File: config.mk
export PLATFORM = sky130hd
export DESIGN_NAME = uart_tx_queue
export DESIGN_NICKNAME = d
export VERILOG_FILES = /design/src/rtl/uart_tx_queue_pkg.sv /design/src/rtl/uart_fifo_ram.sv /design/src/rtl/uart_tx_queue.sv
export SDC_FILE = /design/constraint.sdc
export NUM_CORES = 1
export LEC_CHECK = 0
export BUFFER_PORTS_ARGS = -buffer_cell sky130_fd_sc_hd__clkbuf_2
export CORE_MARGIN = 1
export CORE_UTILIZATION = 45
export CTS_CLUSTER_DIAMETER = 60
export CTS_CLUSTER_SIZE = 25
export DETAILED_ROUTE_END_ITERATION = 7
export PLACE_DENSITY = 0.73
export SETUP_SLACK_MARGIN = 0.3
export SLEW_MARGIN = 20
export SYNTH_ARGS = -nofsm -noshare
export SYNTH_HDL_FRONTEND = slang
export SYNTH_HIERARCHICAL = 1
export SYNTH_SLANG_ARGS = --single-unit
File: constraint.sdc
create_clock -name clk_i -period 2.62 [get_ports clk_i]
set_input_delay 0.262 -clock clk_i [delete_from_list [all_inputs] [get_ports clk_i]]
set_output_delay 0.262 -clock clk_i [all_outputs]
set_load 0.05 [all_outputs]
File: src/rtl/uart_tx_queue_pkg.sv
// Shared types and defaults for the UART transmit queue.
package uart_tx_queue_pkg;

  localparam int unsigned TXQ_DATABITS_DEF = 8;
  localparam int unsigned TXQ_DEPTH_DEF    = 16;

  // Handshake FSM with uart_send.
  // state   | meaning
  // ST_SYNC | one cycle after reset: copy ack into seq, no pop
  // ST_IDLE | seq==ack, uart_send idle; pop a stored byte if any
  // ST_BUSY | byte in flight, data held; wait for ack to catch up with seq
  typedef enum logic [1:0] {
    ST_SYNC = 2'd0,
    ST_IDLE = 2'd1,
    ST_BUSY = 2'd2
  } txq_state_e;

endpackage

File: src/rtl/uart_fifo_ram.sv
// Queue storage: one synchronous write port, one asynchronous read port.
module uart_fifo_ram #(
  parameter int unsigned DATABITS = 8,
  parameter int unsigned DEPTH    = 16
) (
  input  logic                       clk_i,
  input  logic                       we_i,
  input  logic [$clog2(DEPTH)-1:0]   waddr_i,
  input  logic [DATABITS-1:0]        wdata_i,
  input  logic [$clog2(DEPTH)-1:0]   raddr_i,
  output logic [DATABITS-1:0]        rdata_o
);

  logic [DATABITS-1:0] mem_q [DEPTH];

  // Store the incoming byte; contents need no reset since level gates every read.
  always_ff @(posedge clk_i) begin
    if (we_i) begin
      mem_q[waddr_i] <= wdata_i;
    end
  end

  assign rdata_o = mem_q[raddr_i];

endmodule

File: src/rtl/uart_tx_queue.sv
// Byte queue feeding uart_send over its seq/ack toggle handshake.
module uart_tx_queue
  import uart_tx_queue_pkg::*;
#(
  parameter int unsigned DATABITS = TXQ_DATABITS_DEF,
  parameter int unsigned DEPTH    = TXQ_DEPTH_DEF
) (
  input  logic                       clk_i,
  input  logic                       reset_i,
  input  logic [DATABITS-1:0]        wr_data_i,
  input  logic                       wr_en_i,
  output logic                       full_o,
  output logic                       empty_o,
  output logic [$clog2(DEPTH):0]     level_o,
  output logic                       overflow_o,
  input  logic                       flush_i,
  output logic [DATABITS-1:0]        data_o,
  output logic                       seq_o,
  input  logic                       ack_i
);

  localparam int unsigned PW = $clog2(DEPTH);
  localparam int unsigned LW = PW + 1;
  localparam logic [PW-1:0] PTR_ONE  = PW'(1);
  localparam logic [LW-1:0] LVL_ZERO = '0;
  localparam logic [LW-1:0] LVL_FULL = LW'(DEPTH);

  txq_state_e          state_q, state_d;
  logic [PW-1:0]       rd_q, rd_d;
  logic [PW-1:0]       wr_q, wr_d;
  logic [LW-1:0]       level_q, level_d;
  logic                overflow_q, overflow_d;
  logic                seq_q, seq_d;
  logic [DATABITS-1:0] data_q, data_d;

  logic                full;
  logic                wr_accept;
  logic                pop;
  logic [DATABITS-1:0] rd_data;

  // full is taken from the registered level, so a pop on the same edge
  // does not make room for a write that arrives while full.
  assign full      = (level_q == LVL_FULL);
  assign wr_accept = wr_en_i && !full && !flush_i;

  uart_fifo_ram #(
    .DATABITS(DATABITS),
    .DEPTH   (DEPTH)
  ) u_ram (
    .clk_i  (clk_i),
    .we_i   (wr_accept),
    .waddr_i(wr_q),
    .wdata_i(wr_data_i),
    .raddr_i(rd_q),
    .rdata_o(rd_data)
  );

  // Handshake FSM: decides when to pop and launch the next byte.
  always_comb begin
    state_d = state_q;
    seq_d   = seq_q;
    data_d  = data_q;
    pop     = 1'b0;
    case (state_q)
      ST_SYNC: begin
        seq_d   = ack_i;
        state_d = ST_IDLE;
      end
      ST_IDLE: begin
        if ((level_q != LVL_ZERO) && !flush_i) begin
          pop     = 1'b1;
          data_d  = rd_data;
          seq_d   = ~seq_q;
          state_d = ST_BUSY;
        end
      end
      ST_BUSY: begin
        if (ack_i == seq_q) begin
          state_d = ST_IDLE;
        end
      end
      default: begin
        state_d = ST_SYNC;
      end
    endcase
  end

  // Pointer, level and overflow bookkeeping; flush wins over write and pop.
  always_comb begin
    rd_d       = rd_q;
    wr_d       = wr_q;
    level_d    = level_q;
    overflow_d = overflow_q;
    if (wr_en_i && full) begin
      overflow_d = 1'b1;
    end
    if (flush_i) begin
      level_d = LVL_ZERO;
      rd_d    = wr_q;
    end else begin
      if (wr_accept) begin
        wr_d = wr_q + PTR_ONE;
      end
      if (pop) begin
        rd_d = rd_q + PTR_ONE;
      end
      level_d = level_q + LW'(wr_accept) - LW'(pop);
    end
  end

  // State register for the FSM and the queue bookkeeping.
  always_ff @(posedge clk_i or posedge reset_i) begin
    if (reset_i) begin
      state_q    <= ST_SYNC;
      rd_q       <= '0;
      wr_q       <= '0;
      level_q    <= '0;
      overflow_q <= 1'b0;
      seq_q      <= 1'b0;
      data_q     <= '0;
    end else begin
      state_q    <= state_d;
      rd_q       <= rd_d;
      wr_q       <= wr_d;
      level_q    <= level_d;
      overflow_q <= overflow_d;
      seq_q      <= seq_d;
      data_q     <= data_d;
    end
  end

  assign full_o     = full;
  assign empty_o    = (level_q == LVL_ZERO) && (state_q != ST_BUSY);
  assign level_o    = level_q;
  assign overflow_o = overflow_q;
  assign data_o     = data_q;
  assign seq_o      = seq_q;

endmodule
==> impl_results.rst <==
.. list-table::
   :header-rows: 1

   * - Metric
     - Value
   * - Power per cell area
     - 1149 nW/um^2
   * - Worst slew slack as a fraction of its limit
     - 0.3779
   * - Hold violation count in the final report
     - 0
   * - Detailed-routing iteration count for the pre-antenna-repair pass
     - 4
   * - Max-slew violations
     - 0
   * - Biggest cell delay along the critical path
     - ~0.37 ns
   * - Post-layout instance count excluding filler cells
     - about 580
   * - Post-synthesis async set-or-reset flop share
     - 0.1634
   * - Clock tree from TritonCTS
     - done
   * - Worst min path class
     - in -> async
   * - Count of boundary I/O pins
     - 30
   * - Leakage dissipation
     - between 2 and 3 nW
   * - Worst r2r dst
     - level_o[4]
   * - Diode insertion count for antenna repair
     - 0
   * - Period utilization
     - 0.9291
   * - Die Area
     - 14370 sq um
   * - Antenna violations before repair
     - 0
   * - CP required
     - between 2 and 3 ns
   * - GPL Wtd Cong
     - between 0.7 and 0.8
   * - Worst setup path class
     - reg -> reg
   * - Core box area
     - between 10000 and 15000 sq um
   * - Number of storage elements in the synthesis netlist
     - 153
   * - Root buffer selected by CTS
     - clkbuf_16
   * - Number of synthesized flops with an enable pin
     - roughly 130
   * - Clk pwr share
     - 0.278
   * - IR drop worst, VDD
     - 0.5128 mV
   * - WL final
     - about 12000 microns
   * - Cell variety after synth
     - around 40
   * - Post-synthesis sequential area ratio
     - 0.7145
   * - Worst-Margin Slew
     - about 0.93 ns
   * - Number of cell instances on the worst register-to-register path
     - 14
   * - Total placed cells including tap cells
     - about 540
   * - Layout cell share with drive strength beyond 1
     - 0.3818
   * - Synth warn
     - 6
   * - Crit path capture type
     - flip-flop
   * - Switching power of the nets
     - slightly below 0.003 W
   * - RSZ-0062 raised after global routing
     - true
   * - Syn Inst Count
     - 328
   * - Number of nets in the synthesized netlist
     - 350
   * - Number of rows in the core area
     - 42
   * - ANT nets after route
     - 0
   * - Final global-route overflow total
     - 0
   * - Clock skew after layout
     - a little over 0.006 ns
   * - Time the final worst path needs with I/O delays and setup
     - between 2 and 2.5 ns
   * - Via count of the first global-routing pass
     - 3232
   * - Clock-pin slew on the worst setup and hold paths
     - 0.06 ns
   * - Bufs on Longest Clock Path
     - 2
   * - Input/output buffers
     - 29
   * - DRT iter0 DRCs
     - 274
   * - Outcome
     - finished clean
   * - Mapped Avg Cell Area
     - approximately 19 sq um
   * - Starting density of the core
     - 0.4668
   * - Overall die height
     - ~120 microns
   * - Number of vias after detailed routing
     - between 3k and 4k
   * - Net total in the final layout
     - 415
   * - Largest fanout of any net on the critical path
     - 2
   * - Layout overhead on the synthesized area
     - 20.94%
   * - DIE WIDTH
     - around 120 microns
   * - Most Frequent Cell on Critical Path
     - inv_2
   * - Startpoint types
     - flip-flop
   * - Maximum capacitance violations
     - 0
   * - Int Power
     - 0.005745 W
   * - Clk_lat worst skew
     - about 0.42 ns
   * - Worst R2R Setup Slack
     - around 0.19 ns
   * - Net switching share of the total power
     - 0.3390
   * - Placed wire-length estimate
     - approximately 7500 microns
   * - Depth of the CTS H-tree
     - 4
   * - Reg power frac
     - 0.371
   * - GRT Total Usage
     - 0.1825
   * - Final setup fails
     - 0
   * - Top flip-flop cell by instance count after synthesis
     - edfxtp_1
   * - Total clock sinks
     - around 150
   * - Worst path cell trace
     - inv_2, ha_4, and4bb_4, nor3b_4, inv_2, ha_4, inv_2, ha_4, inv_2, fa_2, nor2b_2, o21bai_1, a21oi_2, nor3b_2
   * - Standard cell with the maximum stage delay on the critical path
     - dfrtp_2
   * - Pin count of the biggest net entering global routing
     - 33
   * - Number of vias per cell after detailed routing
     - ~5.5
   * - Area of the mapped netlist
     - ~6300 sq um
   * - Data arrival at the endpoint of the critical path
     - 2.73 ns
   * - First-pass GRT wire length
     - around 18000 microns
   * - DRC
     - 0
   * - Timing-limited maximum frequency
     - between 400 and 500 MHz
   * - Part of the total power dissipated in combinational logic
     - 0.351
   * - Clock buffers created by TritonCTS
     - 17
   * - Drt wl/cell
     - just over 20 microns
   * - Post-layout total power
     - between 0.008 and 0.009 W
   * - Reg-to-reg critical path startpoint
     - level_o[3]
## state kept, by name (all words and copies together), names as in the netlist
register     flops
wr_q             4
level_o          5
state_q          2
data_o           8
overflow_o       1
seq_o            1
u_ram/mem_q    128
rd_q             4
## critical path, delay by kind of cell (launching register included)
family | cells | cell delay [ns]
adders and majority gates | 4 | 0.84
buffers and inverters | 4 | 0.23
DFF | 1 | 0.37
AOI/OAI and AO/OA | 2 | 0.26
and+or+nand+nor | 4 | 0.62
## cells in the final DEF, fill, tap and decap left out, types with 6 or more instances in the layout
master     Yosys  layout
a22oi_1       16      16
buf_4          1      23
mux4_2        18      18
clkbuf_16      0      17
xnor2_1        6       6
mux2_2        10      10
nand2_1       14      14
nor2_2         0       7
mux4_1        14      14
clkbuf_2       0      29
edfxtp_1     128     128
dfrtp_1       25      20
## timing repair
| action | CTS | global route |
|---|---|---|
| buffers inserted | 6 | 8 |
| hold buffers | 0 | 0 |
| gates resized for setup | 2 | 4 |
| pin swaps | 6 | 8 |
| gates cloned | 0 | 0 |
| endpoints found under the setup margin | 9 | 49 |
## synthesized netlist by cell type, types with 2 or more instances
| master | number | area share |
|---|---|---|
| and2_1 | 2 | 0.0020 |
| nor2_1 | 17 | 0.010 |
| nand2_1 | 14 | 0.0084 |
| mux2_2 | 10 | 0.018 |
| nand3b_1 | 2 | 0.0024 |
| buf_6 | 4 | 0.0072 |
| a21oi_1 | 5 | 0.0040 |
| nand2b_1 | 3 | 0.0030 |
| mux4_2 | 18 | 0.065 |
| dfrtp_1 | 25 | 0.10 |
| a22oi_1 | 16 | 0.019 |
| inv_1 | 10 | 0.0060 |
| buf_2 | 3 | 0.0024 |
| nor2b_1 | 4 | 0.0040 |
| xnor2_1 | 6 | 0.0084 |
| nor3_1 | 7 | 0.0056 |
| nor3b_1 | 3 | 0.0036 |
| edfxtp_1 | 128 | 0.61 |
| clkdlybuf4s25_2 | 3 | 0.0048 |
| nand3_1 | 3 | 0.0024 |
| o21ai_0 | 2 | 0.0016 |
| mux4_1 | 14 | 0.059 |
| ha_1 | 8 | 0.016 |
| clkbuf_1 | 2 | 0.0012 |
| xor2_1 | 3 | 0.0042 |
## per-layer routing
| metal | share of wire | track usage |
|---|---|---|
| met4 | 0.018 | 0.07109 |
| met5 | 0 | 0 |
| met3 | 0.054 | 0.03992 |
| met1 | 0.41 | 0.2364 |
| met2 | 0.51 | 0.3017 |
## cells by family after synthesis
family	after synthesis	synth area share
flops	153	0.7145
simple gates	63	0.05661
mux	42	0.1416
compound gates	29	0.03261
buf+inv	23	0.02281
xor+xnor	9	0.01260
fa+ha+maj	9	0.01920
## per-stage QoR
step	setup WS, ns	hold slack, ns	instance area [sq um]	setup TNS (ns)	utilization
finish	0.1858	0.03008	7565	0	0.5645
global route	0.07285	0.08392	7565	0	0.5645
CTS	0.1866	0.06344	7463	0	0.5570
detailed placement	0.1341	0.4706	6817	0	0.5087
global placement	0.2192	0.4686	6817	0	0.5087
floorplan	-0.1998	0.2890	6410	-0.1998	-
## how the worst max path moves through the flow
stage | endpoint | slack, ns | startpoint | cells past startpoint
after floorplan | level_o[4] | -0.20 | level_o[3] | 14
after global placement | level_o[4] | 0.22 | level_o[3] | 14
after detailed placement | level_o[4] | 0.13 | level_o[2] | 14
after CTS | level_o[4] | 0.19 | level_o[2] | 14
after global routing | level_o[4] | 0.07 | level_o[3] | 14
final | level_o[4] | 0.19 | level_o[3] | 14
## power by group through the flow
stage / registers [W] / logic (W) / clock network, W
detailed placement: 0.00328 / 0.00292 / 0
CTS: 0.00323 / 0.00303 / 0.00245
floorplan: 0.00360 / 0.00188 / 0
global route: 0.00327 / 0.00327 / 0.00255
global placement: 0.00326 / 0.00287 / 0
finish: 0.00323 / 0.00305 / 0.00241
## final cells by class
cell class	instances	area (sq um)
clock buffers	20	436.7
clock inverters	12	150.1
fillers	979	5836
inverters	10	37.54
multi-input cells	152	1804
flip-flops and latches	153	4476
well taps	176	220.2
repair buffers	59	440.4
Power figures use the tool's default switching activity.
